--- config.mk ---
export PLATFORM = sky130hd
export DESIGN_NAME = pulse_seq_gen
export DESIGN_NICKNAME = d
export VERILOG_FILES = /design/src/rtl/pulse_seq_gen.sv
export SDC_FILE = /design/constraint.sdc
export NUM_CORES = 1
export LEC_CHECK = 0
export CORE_MARGIN = 1
export CORE_UTILIZATION = 44
export CTS_CLUSTER_DIAMETER = 100
export CTS_CLUSTER_SIZE = 28
export DETAILED_ROUTE_END_ITERATION = 8
export GPL_TIMING_DRIVEN = 0
export PLACE_DENSITY = 0.67
export SYNTH_ARGS = -nofsm -noshare
export SYNTH_HDL_FRONTEND = slang
export SYNTH_SLANG_ARGS = --single-unit
--- constraint.sdc ---
create_clock -name CLK -period 3.3 [get_ports CLK]
set_input_delay 0.66 -clock CLK [delete_from_list [all_inputs] [get_ports CLK]]
set_output_delay 0.66 -clock CLK [all_outputs]
set_load 0.02 [all_outputs]
--- src/rtl/pulse_seq_gen.sv ---
// rtl/pulse_seq_gen.sv - multi-channel DELAY/WIDTH/GAP/COUNT pulse-train generator fed by a show-ahead command FIFO
// Optional macro PULSE_SEQ_DONE_CNT_EN adds the DONE_CNT completed-train counter output.
module pulse_seq_gen #(
  parameter int FIELD_W = 9,
  parameter int NCH     = 2,
  parameter int CH_W    = 1
) (
  input  logic                      CLK,
  input  logic                      RESET_N,
  input  logic                      ENABLE,
  input  logic                      ABORT,
  input  logic                      CMD_FIFO_EMPTY,
  input  logic [CH_W+4*FIELD_W-1:0] CMD_FIFO_Q,
  output logic                      CMD_FIFO_RD,
  output logic [NCH-1:0]            PULSE_OUT,
  output logic                      BUSY,
  output logic                      ERR_STB
`ifdef PULSE_SEQ_DONE_CNT_EN
  ,
  output logic [15:0]               DONE_CNT
`endif
);

  typedef enum logic [1:0] {IDLE, DLY, HIGH, LOW} state_t;

  localparam logic [FIELD_W-1:0] ONE = FIELD_W'(1);

  state_t             state_q, state_d;
  logic [FIELD_W-1:0] cnt_q, cnt_d;
  logic [FIELD_W-1:0] reps_q, reps_d;
  logic [FIELD_W-1:0] width_q, width_d;
  logic [FIELD_W-1:0] gap_q, gap_d;
  logic [CH_W-1:0]    ch_q, ch_d;
  logic [NCH-1:0]     pulse_q, pulse_d;
  logic               busy_q, busy_d;
  logic               err_q, err_d;

  logic [CH_W-1:0]    cmd_ch;
  logic [FIELD_W-1:0] cmd_delay, cmd_width, cmd_gap, cmd_count;
  logic               pop;
  logic               cmd_bad;
  logic [FIELD_W-1:0] gap_eff;

  assign {cmd_ch, cmd_delay, cmd_width, cmd_gap, cmd_count} = CMD_FIFO_Q;

  // The pop strobe is held low during reset even though the FSM already reads IDLE.
  assign pop     = RESET_N && (state_q == IDLE) && ENABLE && !CMD_FIFO_EMPTY && !ABORT;
  assign cmd_bad = (cmd_count == '0) || (cmd_width == '0) || (int'(cmd_ch) >= NCH);
  // A zero gap still produces one low cycle so adjacent pulses never merge.
  assign gap_eff = (gap_q == '0) ? ONE : gap_q;

  // Next-state, phase counter reload and registered-output computation.
  always_comb begin
    state_d = state_q;
    cnt_d   = cnt_q;
    reps_d  = reps_q;
    width_d = width_q;
    gap_d   = gap_q;
    ch_d    = ch_q;
    err_d   = 1'b0;
    if (ABORT) begin
      state_d = IDLE;
      cnt_d   = '0;
      reps_d  = '0;
    end else begin
      case (state_q)
        IDLE: begin
          if (pop) begin
            if (cmd_bad) begin
              err_d = 1'b1;
            end else begin
              width_d = cmd_width;
              gap_d   = cmd_gap;
              ch_d    = cmd_ch;
              reps_d  = cmd_count;
              if (cmd_delay != '0) begin
                state_d = DLY;
                cnt_d   = cmd_delay;
              end else begin
                state_d = HIGH;
                cnt_d   = cmd_width;
              end
            end
          end
        end
        DLY: begin
          if (cnt_q == ONE) begin
            state_d = HIGH;
            cnt_d   = width_q;
          end else begin
            cnt_d = cnt_q - ONE;
          end
        end
        HIGH: begin
          if (cnt_q == ONE) begin
            if (reps_q == ONE) begin
              state_d = IDLE;
              cnt_d   = '0;
              reps_d  = '0;
            end else begin
              state_d = LOW;
              reps_d  = reps_q - ONE;
              cnt_d   = gap_eff;
            end
          end else begin
            cnt_d = cnt_q - ONE;
          end
        end
        LOW: begin
          if (cnt_q == ONE) begin
            state_d = HIGH;
            cnt_d   = width_q;
          end else begin
            cnt_d = cnt_q - ONE;
          end
        end
        default: state_d = IDLE;
      endcase
    end
    busy_d = (state_d != IDLE);
    for (int i = 0; i < NCH; i++) begin
      pulse_d[i] = (state_d == HIGH) && (int'(ch_d) == i);
    end
  end

  // FSM state, counters and registered outputs.
  always_ff @(posedge CLK or negedge RESET_N) begin
    if (!RESET_N) begin
      state_q <= IDLE;
      cnt_q   <= '0;
      reps_q  <= '0;
      width_q <= '0;
      gap_q   <= '0;
      ch_q    <= '0;
      pulse_q <= '0;
      busy_q  <= 1'b0;
      err_q   <= 1'b0;
    end else begin
      state_q <= state_d;
      cnt_q   <= cnt_d;
      reps_q  <= reps_d;
      width_q <= width_d;
      gap_q   <= gap_d;
      ch_q    <= ch_d;
      pulse_q <= pulse_d;
      busy_q  <= busy_d;
      err_q   <= err_d;
    end
  end

  assign CMD_FIFO_RD = pop;
  assign PULSE_OUT   = pulse_q;
  assign BUSY        = busy_q;
  assign ERR_STB     = err_q;

`ifdef PULSE_SEQ_DONE_CNT_EN
  logic        last_high_done;
  logic [15:0] done_cnt_q, done_cnt_d;

  assign last_high_done = (state_q == HIGH) && (cnt_q == ONE) && (reps_q == ONE) && !ABORT;

  // Completed-train count; wraps naturally at 16 bits.
  always_comb begin
    done_cnt_d = done_cnt_q + (last_high_done ? 16'd1 : 16'd0);
  end

  // Completed-train counter register, cleared only by reset.
  always_ff @(posedge CLK or negedge RESET_N) begin
    if (!RESET_N) begin
      done_cnt_q <= '0;
    end else begin
      done_cnt_q <= done_cnt_d;
    end
  end

  assign DONE_CNT = done_cnt_q;
`endif

endmodule

==> impl_metrics.tcl <==
set metrics [dict create \
    outcome "finished, final reports clean" \
    setup_viol 0 \
    crit_end "cnt_q[4]$_DFFE_PN0P_" \
    core_area_sq_um 5920 \
    cts_tree "done" \
    critical_path.startpoint "CMD_FIFO_Q[26]" \
    avgViaCountPerCell 5.94 \
    place.gp.congestion 0.944 \
    crit_type "input pin to register" \
    async_reset_ff_share_pct 100 \
    antenna_found_initial 0 \
    critical_path.max_fanout 10 \
    drv_cap 0 \
    antennaDiodeCount 0 \
    r2r_start "reps_q[1]$_DFFE_PN0P_" \
    drt_iter0_drc 176 \
    instances_no_fill 429 \
    synthFlopType "dfrtp_1" \
    cts_sinks 43 \
    power_w 0.00134 \
    timing.rr.end "reps_q[7]$_DFFE_PN0P_" \
    insertion_delay_ns 0.30 \
    dpl.cell_count 421 \
    cts_setup_buffers 0 \
    rr_worst_depth 8 \
    relSlewSlack_pct 56.9 \
    cts_buffer_depth 2 \
    min_period_over_period_pct 87.8 \
    std_cell_rows 28 \
    io_buffers 46 \
    grt_pass1_vias 2464 \
    tightestPinTransition_ns 0.642 \
    cp.buffers_inverters 2 \
    routedWlPerCell_microns 17.5 \
    synthMostInstantiatedCell "dfrtp_1" \
    dp_hpwl_microns 5700 \
    ff2ff_setup_slack_ns 0.96 \
    hp-class "input pin to asynchronous set/reset pin" \
    max_stage_delay_ns 0.58 \
    rsz0062_at_grt "false" \
    die-width_microns 80.4 \
    setup_tns_ns 0 \
    cts_buffers 5 \
    power.density_nw_per_um2 398 \
    slowest_stage "o31ai_1" \
    cts_max_level 2 \
    die_y_microns 80.4 \
    num-fill-cells 540 \
    p_leak_nw 1.34 \
    arrival_ns 3.06 \
    yosysWarnings 0 \
    cp_top_family "buffers and inverters" \
    syn_avg_cell_area_sq_um 9.06 \
    yosys-top-cells-area "dfrtp_1 (40%), o21ai_0 (5.2%), nor2_1 (4.9%)" \
    cp.required_ns 3.47 \
    syn_to_final_growth_pct 24.2 \
    root_buffer "clkbuf_8" \
    syn_area_sq_um 2710 \
    antenna_left 0 \
    nets 399 \
    worstSetupStartpointType "input pin" \
    yosysSeqAreaShare_pct 39.7 \
    cp.depth 7 \
    grt_pass1_wl_microns 12200 \
    path_clk_slew_ns 0.09 \
    synthCells 299 \
    yosys-top-cells-count "dfrtp_1 (43), nor2_1 (35), o21ai_0 (28)" \
    yosysUniqueCellTypes 63 \
    fmax_ghz 0.345 \
    skew_ns 0.00745 \
    cts_resized 0 \
    path_cells "clkdlybuf4s50_1, nor3_1, and4_1, o31ai_1, clkbuf_1, nor2_1, a311oi_1" \
    finalMaxSlewViolations 0 \
    gr-total-overflow 0 \
    synth-edff-count 0 \
    pin_count 47 \
    yosys_register_bits 43 \
    fp.dieArea_sq_um 6470 \
    syn-num-nets 345 \
    final-hold-violation-count 0 \
    final_cell_area_sq_um 3360 \
    hold_buffers 0 \
    grt_max_degree 32 \
    track_usage_pct 24.9 \
    peakVddDrop_mv 0.265 \
    firstDrtPassIters 4 \
    drive_above_1_share_pct 13.0 \
    wirelength_microns 7500 \
    place_area_sq_um 3280 \
    drc_errors 0 \
    dr_total_vias 2549 \
    synth_top_area_share_pct 39.7 \
    synth_top_area_cell "dfrtp_1" \
    initial_core_util_pct 45.7 \
    end_kind "register" \
    fin_crit_ns 2.90 \
]
==> worst min path at each step <==
stage | startpoint | end | slack, ns | depth (start not counted)
after global placement | width_q[2]$_DFFE_PN0P_ | width_q[2]$_DFFE_PN0P_ | 0.47 | 2
after detailed placement | width_q[0]$_DFFE_PN0P_ | width_q[0]$_DFFE_PN0P_ | 0.48 | 2
after floorplan | RESET_N | BUSY$_DFF_PN0_ | 0.36 | 0
after global routing | RESET_N | reps_q[4]$_DFFE_PN0P_ | 0.28 | 1
after CTS | RESET_N | cnt_q[6]$_DFFE_PN0P_ | 0.27 | 1
final | RESET_N | reps_q[8]$_DFFE_PN0P_ | 0.27 | 1
==> registers in the layout, summed over array words and instances, names as in the netlist, 2 cells and up <==
register / cells
gap_q: 9
width_q: 9
reps_q: 9
cnt_q: 9
PULSE_OUT: 2
state_q: 2
==> power by group <==
part / internal, W / total, W / switching [W]
logic: 0.000165 / 0.000338 / 0.000174
clock network: 0.000148 / 0.000339 / 0.000191
registers: 0.000597 / 0.000661 / 0.0000642
==> routing by layer <==
metal  track usage [%]  up-vias  routed length, microns
met5                 0        -                       0
met4              7.32        0                      67
met3              4.77        5                     405
met2              38.5       77                    3520
met1              35.0     1238                    3500
li1                  -     1229                       -
==> through the flow <==
step / setup slack (ns) / util, % / hold WS (ns)
final: 0.404 / 56.8 / 0.267
after global routing: 0.294 / 56.8 / 0.281
after CTS: 0.454 / 56.8 / 0.272
after detailed placement: 0.150 / 55.3 / 0.477
after global placement: -1.42 / 55.1 / 0.471
after floorplan: 1.11 / - / 0.364
==> cells by family after synthesis <==
logic type / Yosys count / synth area share [%]
simple gates: 105 / 20.9
compound gates: 98 / 26.7
flops: 43 / 39.7
buf+inv: 35 / 5.27
mux: 11 / 4.57
fa+ha+maj: 4 / 1.85
xor+xnor: 3 / 0.971
==> cell usage in the layout (no fill, tap or decap), drive strengths merged, types with 2 or more instances in the layout <==
master / count
a311oi: 8
nand2: 24
xnor2: 2
nor2: 36
a22o: 3
a21oi: 17
o31ai: 8
a32o: 3
or2: 2
or3: 3
clkbuf: 19
o221ai: 2
o2111ai: 2
a221o: 2
mux2: 11
o41ai: 3
nand3: 7
or4: 4
clkdlybuf4s50: 45
or4b: 3
ha: 4
nor4: 7
nand2b: 2
o31a: 2
a41oi: 2
o21ai: 28
dfrtp: 43
nand3b: 2
buf: 7
inv: 17
nor3: 8
o22ai: 6
a2111oi: 2
==> layout make-up <==
type / instances / area [sq um] / share of cell area, %
Timing Repair Buffer: 47 / 475 / 14.1
Tap cell: 75 / 93.8 / 2.79
Clock inverter: 2 / 12.5 / 0.372
Inverter: 17 / 63.8 / 1.90
Clock buffer: 6 / 72.6 / 2.16
Buffer: 18 / 78.8 / 2.34
Multi-Input combinational cell: 221 / 1490 / 44.3
Sequential cell: 43 / 1080 / 32.0
==> worst reg2reg max path, delay by kind of cell (launching register included) <==
family,cells,cell delay (ns)
buffers and inverters,2,0.29
AND/OR/NAND/NOR,1,0.43
AO/OA/AOI/OAI,4,0.94
adder cells (fa/ha/maj),1,0.18
flip-flops,1,0.40
Note: power is estimated with default switching activity, not from simulation.
